--- src/rtl/rf_sb_bypass.sv ---
// rtl/rf_sb_bypass.sv - register file with per-register pending scoreboard and write-to-read bypass
module rf_sb_bypass #(
    parameter int DATA_W   = 32,
    parameter int ADDR_W   = 5,
    parameter int ZERO_REG = 1
) (
    input  logic              i_clk,
    input  logic              i_rst_n,
    input  logic [ADDR_W-1:0] i_rd_addr1,
    input  logic [ADDR_W-1:0] i_rd_addr2,
    output logic [DATA_W-1:0] o_rd_data1,
    output logic [DATA_W-1:0] o_rd_data2,
    output logic              o_rd_busy1,
    output logic              o_rd_busy2,
    input  logic              i_wr_en,
    input  logic [ADDR_W-1:0] i_wr_addr,
    input  logic [DATA_W-1:0] i_wr_data,
    input  logic              i_alloc_en,
    input  logic [ADDR_W-1:0] i_alloc_addr,
    output logic [ADDR_W:0]   o_pending_cnt
);

    localparam int DEPTH = 1 << ADDR_W;

    logic [DATA_W-1:0] mem [DEPTH];
    logic [DEPTH-1:0]  pend;
    logic [DEPTH-1:0]  pend_nxt;
    logic [ADDR_W:0]   cnt;

    logic wr_ok;
    logic al_ok;
    logic byp_ok;
    logic cnt_inc;
    logic cnt_dec;

    function automatic logic is_prot(input logic [ADDR_W-1:0] a);
        return (ZERO_REG != 0) && (a == '0);
    endfunction

    assign wr_ok  = i_wr_en && !is_prot(i_wr_addr);
    assign al_ok  = i_alloc_en && !is_prot(i_alloc_addr);
    // A write held during reset is discarded, so it must not be forwarded either.
    assign byp_ok = wr_ok && i_rst_n;

    always_comb begin
        pend_nxt = pend;
        if (wr_ok) pend_nxt[i_wr_addr] = 1'b0;
        if (al_ok) pend_nxt[i_alloc_addr] = 1'b1;
    end

    // A same-edge write and allocate to one register leaves it pending, so no decrement.
    assign cnt_inc = al_ok && !pend[i_alloc_addr];
    assign cnt_dec = wr_ok && pend[i_wr_addr] && !(al_ok && (i_alloc_addr == i_wr_addr));

    always_ff @(posedge i_clk or negedge i_rst_n) begin
        if (!i_rst_n) begin
            for (int i = 0; i < DEPTH; i++) mem[i] <= '0;
        end else if (wr_ok) begin
            mem[i_wr_addr] <= i_wr_data;
        end
    end

    always_ff @(posedge i_clk or negedge i_rst_n) begin
        if (!i_rst_n) begin
            pend <= '0;
            cnt  <= '0;
        end else begin
            pend <= pend_nxt;
            cnt  <= cnt + (ADDR_W+1)'(cnt_inc) - (ADDR_W+1)'(cnt_dec);
        end
    end

    assign o_pending_cnt = cnt;

    always_comb begin
        o_rd_data1 = mem[i_rd_addr1];
        o_rd_busy1 = pend[i_rd_addr1];
        if (is_prot(i_rd_addr1)) begin
            o_rd_data1 = '0;
            o_rd_busy1 = 1'b0;
        end else if (byp_ok && (i_wr_addr == i_rd_addr1)) begin
            o_rd_data1 = i_wr_data;
            o_rd_busy1 = 1'b0;
        end
    end

    always_comb begin
        o_rd_data2 = mem[i_rd_addr2];
        o_rd_busy2 = pend[i_rd_addr2];
        if (is_prot(i_rd_addr2)) begin
            o_rd_data2 = '0;
            o_rd_busy2 = 1'b0;
        end else if (byp_ok && (i_wr_addr == i_rd_addr2)) begin
            o_rd_data2 = i_wr_data;
            o_rd_busy2 = 1'b0;
        end
    end

endmodule
--- config.mk ---
export PLATFORM = sky130hd
export DESIGN_NAME = rf_sb_bypass
export DESIGN_NICKNAME = d
export VERILOG_FILES = /design/src/rtl/rf_sb_bypass.sv
export SDC_FILE = /design/constraint.sdc
export NUM_CORES = 2
export LEC_CHECK = 0
export CAP_MARGIN = 10
export CELL_PAD_IN_SITES_DETAIL_PLACEMENT = 0
export CELL_PAD_IN_SITES_GLOBAL_PLACEMENT = 2
export CORE_AREA = 2 2 344 346
export CTS_CLUSTER_SIZE = 28
export DETAILED_ROUTE_END_ITERATION = 16
export DIE_AREA = 0 0 346 348
export GPL_TIMING_DRIVEN = 0
export PLACE_DENSITY_LB_ADDON = 0.1
export SYNTH_ARGS = -nofsm -noshare
export SYNTH_HDL_FRONTEND = slang
export SYNTH_SLANG_ARGS = --single-unit
export TNS_END_PERCENT = 100
--- constraint.sdc ---
create_clock -name i_clk -period 7.8 [get_ports i_clk]
set_input_delay 2.34 -clock i_clk [delete_from_list [all_inputs] [get_ports i_clk]]
set_output_delay 2.34 -clock i_clk [all_outputs]
set_load 0.005 [all_outputs]
# --- Yosys cells after proc, flatten, opt, wreduce, memory -nomap -nowiden ---
# Cells that the tools add are included.
totals:
  out_inout_bits: 72
  mem_count: 0
  regBits: 1062
  ramBits: 0
  romBits: 0
  latch_bits: 0
classes:
  addsub: 2
  div_mod_pow: 0
  shift: 0
  reduce_logical: 20
  eq_ne: 3
  muxes: 31
  bitwise: 6
  n_mul: 0
  magnitude_cmp: 10
op_table:
  columns: ["op", "count"]
  rows:
  - ["$bwmux 1024", 1]
  - ["$mux 32", 11]
  - ["$bmux 32 s5", 2]
  - ["$demux 32 s5", 1]
  - ["$and 32x32->32", 1]
  - ["$not 32->32", 1]
  - ["$or 32x32->32", 1]
  - ["$lt 5x6->1 const B", 4]
  - ["$bmux 1 s5", 4]
  - ["$logic_not 5->1", 4]
  - ["$ge 6x6->1 const B", 3]
  - ["$not 5->6", 3]
  - ["$eq 5x5->1", 3]
  - ["$logic_and 1x1->1", 12]
  - ["$demux 1 s5", 2]
  - ["$ge 5x1->1 const B", 2]
  - ["$mux 1", 10]
  - ["$add 6x1->6", 1]
  - ["$lt 6x1->1 const B", 1]
  - ["$sub 6x1->6", 1]
  - ["$logic_not 1->1", 4]

# --- Depth between registers and ports, before layout ---
depth:
  ltp_word: 9
  depth_mapped: 15
  ltp_nobuf: 13

# --- Worst setup path before layout ---
# Ideal clock, no wire load.
synth_path:
  path_type: "input to output"
  from: "input i_rd_addr2[0]"
  to: "output o_rd_data2[10]"
  t_required_ns: 5.460
  t_arrival_ns: 3.947
  setup_slack_ns: 1.513
  cell_stages: 7
  path_cell_list: "buf_2 buf_4 buf_2 mux4_2 a22o_1 nor3_1 a21oi_1"
synth_via:
  elab_chain_cells: 6
  word_cells_on_any_way: 9
synth_lines:
  columns: ["element", "line_no", "source"]
  rows:
  - ["start: declaration", "10", "input logic [ADDR_W-1:0] i_rd_addr2,"]
  - ["$not 5->6 (not written as such)", "88", "o_rd_data2 = mem[i_rd_addr2];"]
  - ["$bmux 32 s5", "88", null]
  - ["$mux 32 (not written as such) (2 in series)", "88", null]
  - ["$mux 32", "93", "end else if (byp_ok && (i_wr_addr == i_rd_addr2)) begin"]
  - ["$mux 32 *", "90", "if (is_prot(i_rd_addr2)) begin"]
  - ["end: declaration", "12", "output logic [DATA_W-1:0] o_rd_data2,"]
# Every way passes the cells marked *; elsewhere a longest branch is shown, timed or not. The select of a mux whose other input is x is not followed.

# --- Worst setup path in the final report ---
layout_path:
  from: "input i_rd_addr2[3]"
  to: "output o_rd_data2[31]"
# Same word-level chain as after synthesis.

==> results.sh <==
export IMPL_cpMostUsedCell="clkdlybuf4s50_1"
export IMPL_maxSlewViolCount=0
export IMPL_fp_coreArea_um2=117000
export IMPL_path_buf_inv=5
export IMPL_ir_drop_uv=230
export IMPL_cts_buffers_inserted=130
export IMPL_endpoint_kind="primary output"
export IMPL_routed_wl_um=237000
export IMPL_fillerInstances=9671
export IMPL_ios=128
export IMPL_grtUsageMet3_pct=12.9
export IMPL_crit_family="buffers and inverters"
export IMPL_clk_transition_reported_paths_ps=50
export IMPL_min_delay_path_class="flip-flop to flip-flop"
export IMPL_worst_slew_pin_slew_ps=1390
export IMPL_grt_pass1_wl_um=329000
export IMPL_start_kind="input port"
export IMPL_antenna_found_initial=7
export IMPL_path_cells="clkdlybuf4s50_1, buf_4, clkbuf_1, nor4_1, inv_1, o21ai_0, a21oi_1, clkdlybuf4s50_1"
export IMPL_clock_latency_ps=780
export IMPL_combPwrFrac_pct=22.1
export IMPL_synthTopCellsByArea="dfrtp_1 46%, mux2_2 22%, mux4_2 18%, mux2i_1 1.9%, buf_2 1.6%"
export IMPL_cts_tree="built"
export IMPL_rrSetupSlack_ps=4540
export IMPL_drive_gt1_share_pct=48.0
export IMPL_grt_pass1_vias=41823
export IMPL_fp_dieH_um=348
export IMPL_place_hpwl_um=165000
export IMPL_routed_via_density=6.99
export IMPL_post_cts_buffers=0
export IMPL_grt_usage_pct=39.5
export IMPL_p_sw_mw=5.05
export IMPL_switching_share_pct=28.9
export IMPL_first_iter_violations=4881
export IMPL_synth_top_cell_area_share_pct=45.9
export IMPL_drc=0
export IMPL_cp_required_ps=5460
export IMPL_htree_levels=4
export IMPL_yosysTopAreaCell="dfrtp_1"
export IMPL_cts_root_buffer="clkbuf_16"
export IMPL_gp_congestion=0.937
export IMPL_outcome="finished, violations left"
export IMPL_synthDistinctLibCells=62
export IMPL_power_total_mw=17.5
export IMPL_hold_ws_ps=483
export IMPL_violations="setup timing"
export IMPL_crit_type="input port to primary output"
export IMPL_p_int_mw=12.4
export IMPL_area_growth_pct=14.2
export IMPL_rsz0062_at_grt="yes"
export IMPL_postSynthAreaPerCell_um2=14.3
export IMPL_cp_max_fo=10
export IMPL_skew_ps=14.6
export IMPL_syn_area_um2=57900
export IMPL_overflow=0
export IMPL_power_density_nw_per_um2=264
export IMPL_synth_nets=4125
export IMPL_io_buffers=112
export IMPL_seqPwrFrac_pct=42.2
export IMPL_synth_seq_cells=1062
export IMPL_hold_buffers=0
export IMPL_gr_usage_met2_pct=58.0
export IMPL_maxCapViolCount=0
export IMPL_wl_per_cell_um=39.9
export IMPL_dominantRegCellSynth="dfrtp_1"
export IMPL_vias=41672
export IMPL_setup_violations=19
export IMPL_gr_usage_met1_pct=52.6
export IMPL_slew_headroom_pct=7.34
export IMPL_ant_nets=0
export IMPL_min_period_ps=7920
export IMPL_synth_edf_count=0
export IMPL_ys_seq_area_share_pct=45.9
export IMPL_chipWidth_um=346
export IMPL_die_area_um2=120000
export IMPL_p_leak_nw=28.6
export IMPL_yosys_warnings=0
export IMPL_drtPass1Iterations=5
export IMPL_cp_arrival_ps=5580
export IMPL_slowest_stage="clkbuf_1"
export IMPL_start_util_pct=49.5
export IMPL_clockPowerShare_pct=35.7
export IMPL_grt_max_degree=149
export IMPL_fmax_ghz=0.126
export IMPL_async_reset_ff_share_pct=100
export IMPL_hold_viol_final=0
export IMPL_clock_sinks=1062
export IMPL_finish_net_count=4384
export IMPL_layout_setup_ws_ps=-121
export IMPL_synth_cells=4062
export IMPL_post_route_period_util_pct=102
export IMPL_top_usage_layer="met2"
export IMPL_slowest_delay_ps=890
export IMPL_num_rows=126
export IMPL_clockBufferDepth=3
==> cells in the mapped netlist (31+ instances only) <==
cell type and number:
a21oi_1 59, o21ai_0 86, nor2_1 113, clkbuf_1 179
mux2i_1 111, nor3_1 85, nor2b_1 49, buf_1 47
nand2_1 64, a22oi_1 51, mux2_2 1108, a22o_1 43
buf_4 31, mux4_2 459, dfrtp_1 1062, buf_2 187
o22ai_1 78
==> timing repair <==
item,in CTS,in global routing
gates resized for setup,155,39
endpoints found under the setup margin,66,42
pin swaps,2,1
==> placed cells by master (no fill, tap or decap), types with 78 or more instances in the layout <==
cell	n
buf_2	150
dfrtp_1	1062
mux4_2	459
clkdlybuf4s50_1	108
o22ai_1	78
clkbuf_1	168
nor2_1	109
mux2_2	1108
mux2i_1	111
o21ai_0	81
clkbuf_16	134
==> worst paths after layout <==
check | startpoint | cells past startpoint | to
setup / recovery | i_rd_addr2[3] | 8 | o_rd_data2[31]
hold / removal | mem[1021] | 1 | mem[1021]
setup reg to reg | pend[27] | 12 | o_pending_cnt[4]
hold reg to reg | mem[1021] | 1 | mem[1021]
max in group asynchronous | i_rst_n | 4 | mem[621]
min in group asynchronous | i_rst_n | 1 | pend[20]
==> cell families after synthesis <==
group	after synthesis	share of synthesized area, %
muxes	1688	41.5
DFF	1062	45.9
buffers and inverters	474	3.93
AOI/OAI and AO/OA	411	4.81
and+or+nand+nor	400	3.45
xor gates and xnor gates	20	0.302
adders and majority gates	7	0.164
==> area by class of cell <==
type	count	area, um2	share of cell area (%)
flip-flops and latches	1062	26600	40.2
diodes	1	2.50	0.00378
repair buffers	132	1500	2.27
clock buffers	197	3850	5.82
plain buffers	454	2460	3.71
multi-input cells	2526	29400	44.4
inverters	15	56.3	0.0851
clock inverters	36	467	0.705
well taps	1536	1920	2.90
==> per-stage QoR <==
stage	util (%)	cells	area [um2]	TNS, ps	setup slack, ps
after floorplan	-	4062	57900	0	1510
after global placement	52.1	5710	61000	-	-45650
after detailed placement	52.5	5729	61400	-45900	-1270
after CTS	56.5	5958	66100	0	3.45
after global routing	56.6	5958	66200	-230	-41.3
final	56.6	5959	66200	-836	-121
==> registers in the layout (all words and copies together) (netlist names) <==
register       cells
mem             1024
pend              32
o_pending_cnt      6
==> power groups by stage <==
stage | clock (mW) | sequential, mW | combinational [mW]
after CTS | 6.25 | 7.34 | 3.83
final | 6.24 | 7.38 | 3.87
after global placement | 0 | 7.43 | 3.69
after floorplan | 0 | 7.15 | 2.66
after detailed placement | 0 | 7.43 | 3.78
after global routing | 6.46 | 7.50 | 4.08
==> worst register-to-register path: cells and delay by family (launching register included) <==
kind / cells / cell delay, ps
flops: 1 / 420
mux: 3 / 1160
fa+ha+maj: 3 / 1000
buf+inv: 1 / 50
compound gates: 1 / 180
xor+xnor: 1 / 130
simple gates: 3 / 250
==> layer usage <==
| metal | wire, um | vias up |
|---|---|---|
| met2 | 104000 | 2429 |
| met4 | 13800 | 4 |
| li1 | - | 16115 |
| met1 | 93800 | 22502 |
| met5 | 25 | - |
| met3 | 25900 | 622 |
No activity file was read; power rests on OpenSTA's default activity.
